--- src/rtl/pixel_row_readout.sv ---
// Serialises one parallel pixel row into a tagged show-ahead FIFO (sof/eol) with a valid/ready output.
// Rows arriving while a row is still being shifted out are dropped and flagged with a sticky overflow.
module pixel_row_readout #(
  parameter int PIX_BITS   = 8,
  parameter int COLS       = 2,
  parameter int ROWS       = 2,
  parameter int FIFO_DEPTH = 8,
  localparam int RW = (ROWS > 1) ? $clog2(ROWS) : 1,
  localparam int CW = (COLS > 1) ? $clog2(COLS) : 1,
  localparam int AW = (FIFO_DEPTH > 1) ? $clog2(FIFO_DEPTH) : 1
) (
  input  logic                     clk,
  input  logic                     reset,
  input  logic                     frame_start,
  input  logic                     row_valid,
  input  logic [RW-1:0]            row_sel,
  input  logic [COLS*PIX_BITS-1:0] row_data,
  output logic                     row_ready,
  output logic [PIX_BITS-1:0]      out_data,
  output logic                     out_sof,
  output logic                     out_eol,
  output logic                     out_valid,
  input  logic                     out_ready,
  output logic [AW:0]              fifo_count,
  output logic                     overflow
);

  localparam int EW = PIX_BITS + 2;

  typedef enum logic {S_IDLE, S_SHIFT} state_t;

  state_t                     r_state;
  logic                       r_row_ready;
  logic [COLS*PIX_BITS-1:0]   r_shift;
  logic                       r_row0;
  logic [CW-1:0]              r_col;
  logic                       r_overflow;
  logic [EW-1:0]              r_mem [FIFO_DEPTH];
  logic [AW-1:0]              r_wr_ptr;
  logic [AW-1:0]              r_rd_ptr;
  logic [AW:0]                r_count;

  logic                       w_full;
  logic                       w_push;
  logic                       w_pop;
  logic                       w_last;
  logic                       w_sof;
  logic                       w_eol;
  logic [EW-1:0]              w_head;

  // Full uses the registered count so a pop never frees a slot for a same-cycle push.
  assign w_full = (r_count == (AW+1)'(FIFO_DEPTH));
  assign w_push = (r_state == S_SHIFT) && !w_full;
  assign w_pop  = out_valid && out_ready;
  assign w_last = (r_col == CW'(COLS - 1));
  assign w_sof  = r_row0 && (r_col == '0);
  assign w_eol  = w_last;

  always_ff @(posedge clk) begin
    if (!reset) begin
      r_state     <= S_IDLE;
      r_row_ready <= 1'b1;
      r_shift     <= '0;
      r_row0      <= 1'b0;
      r_col       <= '0;
      r_overflow  <= 1'b0;
      r_wr_ptr    <= '0;
      r_rd_ptr    <= '0;
      r_count     <= '0;
    end else begin
      // A drop in the same cycle as frame_start leaves the flag set.
      if (row_valid && !r_row_ready) begin
        r_overflow <= 1'b1;
      end else if (frame_start) begin
        r_overflow <= 1'b0;
      end

      case (r_state)
        S_IDLE: begin
          if (row_valid) begin
            r_shift     <= row_data;
            r_row0      <= (row_sel == '0);
            r_col       <= '0;
            r_state     <= S_SHIFT;
            r_row_ready <= 1'b0;
          end
        end
        S_SHIFT: begin
          if (w_push) begin
            r_shift <= r_shift >> PIX_BITS;
            if (w_last) begin
              r_col       <= '0;
              r_state     <= S_IDLE;
              r_row_ready <= 1'b1;
            end else begin
              r_col <= r_col + 1'b1;
            end
          end
        end
        default: begin
          r_state     <= S_IDLE;
          r_row_ready <= 1'b1;
        end
      endcase

      if (w_push) r_wr_ptr <= r_wr_ptr + 1'b1;
      if (w_pop)  r_rd_ptr <= r_rd_ptr + 1'b1;

      case ({w_push, w_pop})
        2'b10:   r_count <= r_count + 1'b1;
        2'b01:   r_count <= r_count - 1'b1;
        default: r_count <= r_count;
      endcase
    end
  end

  always_ff @(posedge clk) begin
    if (reset && w_push) begin
      r_mem[r_wr_ptr] <= {w_sof, w_eol, r_shift[PIX_BITS-1:0]};
    end
  end

  assign w_head     = r_mem[r_rd_ptr];
  assign out_valid  = (r_count != '0);
  assign out_data   = out_valid ? w_head[PIX_BITS-1:0] : '0;
  assign out_eol    = out_valid ? w_head[PIX_BITS]     : 1'b0;
  assign out_sof    = out_valid ? w_head[PIX_BITS+1]   : 1'b0;
  assign row_ready  = r_row_ready;
  assign fifo_count = r_count;
  assign overflow   = r_overflow;

endmodule

--- config.mk ---
export PLATFORM = sky130hd
export DESIGN_NAME = pixel_row_readout
export DESIGN_NICKNAME = d
export VERILOG_FILES = /design/src/rtl/pixel_row_readout.sv
export SDC_FILE = /design/constraint.sdc
export NUM_CORES = 1
export LEC_CHECK = 0
export ABC_AREA = 1
export BUFFER_PORTS_ARGS = -buffer_cell sky130_fd_sc_hd__clkbuf_2
export CORE_MARGIN = 10
export CORE_UTILIZATION = 50
export DETAILED_ROUTE_END_ITERATION = 10
export PLACE_DENSITY = 0.71
export SLEW_MARGIN = 20
export SYNTH_ARGS = -nofsm -noshare
export SYNTH_HDL_FRONTEND = slang
export SYNTH_SLANG_ARGS = --single-unit
--- constraint.sdc ---
create_clock -name clk -period 2.2 [get_ports clk]
set_clock_uncertainty 0.2 [all_clocks]
set_input_delay 0.22 -clock clk [delete_from_list [all_inputs] [get_ports clk]]
set_output_delay 0.22 -clock clk [all_outputs]
set_load 0.05 [all_outputs]
# After elaboration in Yosys (flattened, before gate mapping)
# Memory sizes are Yosys's and may differ from the RTL's. A register that Yosys moved wholly into a read port is not among the register bits.
# Cells that the tools add are included.
[totals]
mem_count = 1
ram_bits = 80
register_bits = 31
[classes]
bitwise_logic = 3
eq_ne = 6
add_sub_neg = 5
reduce_logical = 13
muxes = 24
[mem_list]
columns = ["name", "words", "word_bits", "read_ports", "rd_ports_with_merged_regs", "wr", "line", "text"]
rows = [
  ["r_mem", 8, 10, 1, 1, 1, "38", "logic [EW-1:0] r_mem [FIFO_DEPTH];"],
]
[ops]
columns = ["operator", "count"]
rows = [
  ["two-way mux 16 bit", 2],
  ["case mux 16 bit (2 select lines)", 1],
  ["two-way mux 1 bit", 14],
  ["two-way mux 8 bit", 1],
  ["case mux 4 bit (2 select lines)", 1],
  ["adder 3 x 1 -> 3 bit (second input constant)", 2],
  ["two-way mux 3 bit", 2],
  ["case mux 1 bit (2 select lines)", 3],
  ["logical AND 1 bit", 5],
  ["adder 4 x 1 -> 4 bit (second input constant)", 1],
  ["== test 4 bit (second input constant)", 1],
  ["!= test 2 x 1 -> 1 bit (second input constant)", 2],
  ["AND reduction 2 bit", 2],
  ["nonzero test 2 bit", 2],
  ["nonzero test 4 bit", 1],
  ["subtractor 4 x 1 -> 4 bit (second input constant)", 1],
  ["NOT 1 bit", 3],
  ["AND reduction 3 bit", 1],
  ["== test 2 x 1 -> 1 bit (second input constant)", 1],
  ["== test 2 bit (second input constant)", 1],
  ["logical NOT 1 bit", 2],
  ["!= test 2 bit (second input constant)", 1],
  ["adder 1 bit (second input constant)", 1],
]

# Longest topological paths before layout
[logic_depth]
word_depth = 6
ltp_mapped = 14
ltp_nobuf = 14

# Least setup slack after synthesis
# No wires, ideal clock.
[synth_timing]
path_type = "reg-to-reg"
startpoint = "register r_count[2], in the netlist fifo_count[2]"
endpoint = "memory r_mem[0][0] (netlist bit) (enable)"
stages_incl_launch_ff = 7
period_less_slack_ps = 2539
slack_ps = -339
arrival_ps = 1949
required_time_ps = 1610
setup_ps = 390
path_cell_list = "dfxtp_1 inv_1 nand3_2 nand2_4 inv_1 nand2_1 nor3_1"
[synth_between]
elab_chain_cells = 6
[synth_lines]
columns = ["item", "line", "text"]
rows = [
  ["start, declared", "41", "logic [AW:0] r_count;"],
  ["start signal, assigned", "110", "2'b10: r_count <= r_count + 1'b1;"],
  ["start signal, assigned", "111", "2'b01: r_count <= r_count - 1'b1;"],
  ["start signal, assigned", "112", "default: r_count <= r_count;"],
  ["== test 4 bit", "52", "assign w_full = (r_count == (AW+1)'(FIFO_DEPTH));"],
  ["logical NOT 1 bit", "53", "assign w_push = (r_state == S_SHIFT) && !w_full;"],
  ["logical AND 1 bit", "53", ""],
  ["logical AND 1 bit", "118", "if (reset && w_push) begin"],
  ["two-way mux 1 bit", "118", ""],
  ["two-way mux 1 bit (implied by the code)", "119", "r_mem[r_wr_ptr] <= {w_sof, w_eol, r_shift[PIX_BITS-1:0]};"],
  ["end, declared", "38", ""],
]
# No other way between the ends.

==> flow_metrics.tcl <==
set metrics [dict create \
    status "complete, but fails checks" \
    violations "negative setup slack" \
    viasPerCell 5.388 \
    r2r-end "r_shift[9]" \
    final.setup.worst_slack_ns -0.05524 \
    synth_warnings 0 \
    p_sw_share_pct 35.95 \
    synth.yosys.seq_area_share_pct 65.86 \
    ff2ff_path_depth 9 \
    antenna_left 0 \
    drc 0 \
    cts.htree.levels 4 \
    period_needed_ns 2.255 \
    overflow 0 \
    die_w_um 116.8 \
    fin_util_pct 67.95 \
    p_sw_w 0.003063 \
    power.density_mw_per_mm2 1364 \
    gp_congestion 0.8717 \
    wl_um 11320 \
    clkPwrFrac_pct 30.5 \
    vias 3583 \
    rows 35 \
    core-area_mm2 0.009196 \
    r2r_start "fifo_count[0]" \
    first_pass_iters 4 \
    seqPwrFrac_pct 32.1 \
    synthCells 455 \
    worstPathRequired_ns 1.78 \
    max-cap-violations 0 \
    p_comb_share_pct 37.3 \
    tns_ns -0.1423 \
    maxSlewHeadroom_pct 57.63 \
    syn_avg_cell_area_um2 10.29 \
    synth-seq-cells 114 \
    grt_pass1_vias 3642 \
    fmax_ghz 0.4434 \
    start_util_pct 50.90 \
    reg2reg_slack_ns 0.12 \
    min_to "r_shift[14]" \
    yosysTopAreaCellShare_pct 51.32 \
    cts_buffer_depth 2 \
    diodes 0 \
    critPathKind "reg -> out" \
    port_buffers 38 \
    syn_area_mm2 0.004681 \
    grt_max_degree 22 \
    hold_viol_final 0 \
    die_h_um 116.8 \
    io_pins 39 \
    nNetsFinal 569 \
    dp_hpwl_um 6631 \
    peakVddDrop_mv 0.9004 \
    wl_per_cell_um 17.03 \
    arrival_ns 1.84 \
    grt_pass1_wl_um 18150 \
    fin_crit_sh_pct 102.5 \
    intPower_w 0.005458 \
    antenna_found_initial 0 \
    yosys.area.top_type "edfxtp_1" \
    synth_nets 482 \
    maxSlewViolCount 0 \
    synth.area.top_cells "edfxtp_1 51%, dfxtp_1 15%, nor2_1 8.2%" \
    syn2layout_area_growth_pct 33.49 \
    leakage_nw 2.472 \
    drtIter0Drc 289 \
    min-delay-start "r_shift[14]" \
    cts-root-buf "clkbuf_8" \
    cp-start-kind "register" \
    grt_use_total_pct 17.25 \
    cts_tree "done" \
    yosysUniqueCellTypes 28 \
    critPathMaxFanout 5 \
    rsz0062_at_grt "true" \
    worst_pin_slew_ns 0.6332 \
    end_kind "primary output" \
    hold_depth 2 \
    worst_skew_pair.late_latency_ns 0.50 \
    drive_above_1_share_pct 24.01 \
    cts.clk_slew.worst_paths_ns 0.05 \
    p_total_w 0.008521 \
    cts_sinks 114 \
    cts_made_buffers 17 \
    dieArea_mm2 0.01363 \
    setup_viol 7 \
    min_path_type "reg -> reg" \
]
[worst max-delay path, stage by stage, from the launching register on]
cell and delay, ns:
dfxtp_4 0.39, buf_12 0.14, buf_16 0.12, nor2_4 0.03, nor2_2 0.10, o21ai_1 0.07
o211ai_1 0.09, nand2_1 0.09, nor2_2 0.14, buf_8 0.16
[power by group through the flow]
| stage | combinational [W] | clock, W | sequential (W) |
|---|---|---|---|
| after floorplan | 0.00172 | 0 | 0.00279 |
| after global placement | 0.00239 | 0 | 0.00273 |
| after detailed placement | 0.00243 | 0 | 0.00275 |
| after CTS | 0.00296 | 0.00263 | 0.00273 |
| after global routing | 0.00344 | 0.00274 | 0.00277 |
| final | 0.00318 | 0.00260 | 0.00274 |
[placed cells by master, fill, tap and decap left out, drive strengths merged, types with 5 or more instances in the layout]
master | Yosys | layout
nand2 | 69 | 69
o22ai | 10 | 10
clkbuf | 15 | 49
dfxtp | 34 | 34
edfxtp | 80 | 80
ha | 5 | 5
nand3 | 7 | 7
nor3 | 5 | 5
nor2 | 103 | 103
buf | 6 | 33
dlygate4sd3 | 0 | 26
o211ai | 10 | 10
inv | 26 | 26
a21oi | 18 | 18
clkinv | 1 | 8
o21ai | 61 | 61
[cells by family after synthesis]
kind of cell,after synthesis,synth area share [%]
compound gates,101,11.84
flops,114,65.86
fa+ha+maj,5,1.337
buf+inv,48,4.785
simple gates,185,15.80
xor+xnor,2,0.3743
[how the worst max path moves through the flow]
stage / startpoint / end / slack, ns / depth (start not counted)
after detailed placement: fifo_count[0] / fifo_count[2] / 0.08 / 13
after global routing: register / out_eol / -0.19 / 8
final: register / out_data[6] / -0.06 / 9
after CTS: register / out_data[6] / -0.07 / 7
after global placement: fifo_count[0] / fifo_count[2] / 0.15 / 13
after floorplan: fifo_count[3] / fifo_count[2] / 0.03 / 13
[synthesized netlist by cell type, drive strengths merged]
| cell type | instances |
|---|---|
| a21oi | 18 |
| a31oi | 1 |
| and3 | 1 |
| buf | 6 |
| clkbuf | 15 |
| clkinv | 1 |
| dfxtp | 34 |
| edfxtp | 80 |
| ha | 5 |
| inv | 26 |
| nand2 | 69 |
| nand3 | 7 |
| nor2 | 103 |
| nor3 | 5 |
| o211ai | 10 |
| o21ai | 61 |
| o22ai | 10 |
| o31ai | 1 |
| xnor2 | 2 |
[routing by layer]
layer | GRT usage [%] | vias up | share of wire [%]
met5 | 0 | - | 0
met4 | 5.684 | 0 | 1.3
met3 | 4.828 | 14 | 5.4
met2 | 29.47 | 114 | 51
met1 | 20.47 | 1712 | 42
li1 | - | 1743 | -
[sequential cells by signal, summed over array words and instances, names as in the netlist, named ones only]
register and count:
r_mem 80, r_shift 16, fifo_count 4, r_rd_ptr 3, r_wr_ptr 3, overflow 1, r_col 1, r_row0 1
r_state 1, row_ready 1
[what timing repair did]
action,CTS,global route
hold buffers,26,0
endpoints found under the setup margin,10,13
pin swaps,7,15
gates resized for setup,43,32
cloned,3,2
setup buffers,1,0
hold endpoints to repair,28,0
[layout make-up]
class	instances	area, um2
Sequential cell	114	3098
Fill cell	622	2948
Multi-Input combinational cell	293	1461
Timing Repair Buffer	89	878.3
Clock buffer	19	421.7
Clock inverter	12	141.4
Tap cell	111	138.9
Inverter	27	108.9
[per-stage QoR]
step                std cells  hold slack, ns  setup WS, ns  cell area [um2]
floorplan                 455          0.1100       0.03311             4731
global placement          602          0.1943        0.1539             5110
detailed placement        602          0.1966       0.07586             5110
CTS                       663          0.2575      -0.06559             6151
global route              665          0.2887       -0.1914             6248
finish                    665          0.2602      -0.05524             6248
Note: power is estimated with default switching activity, not from simulation.
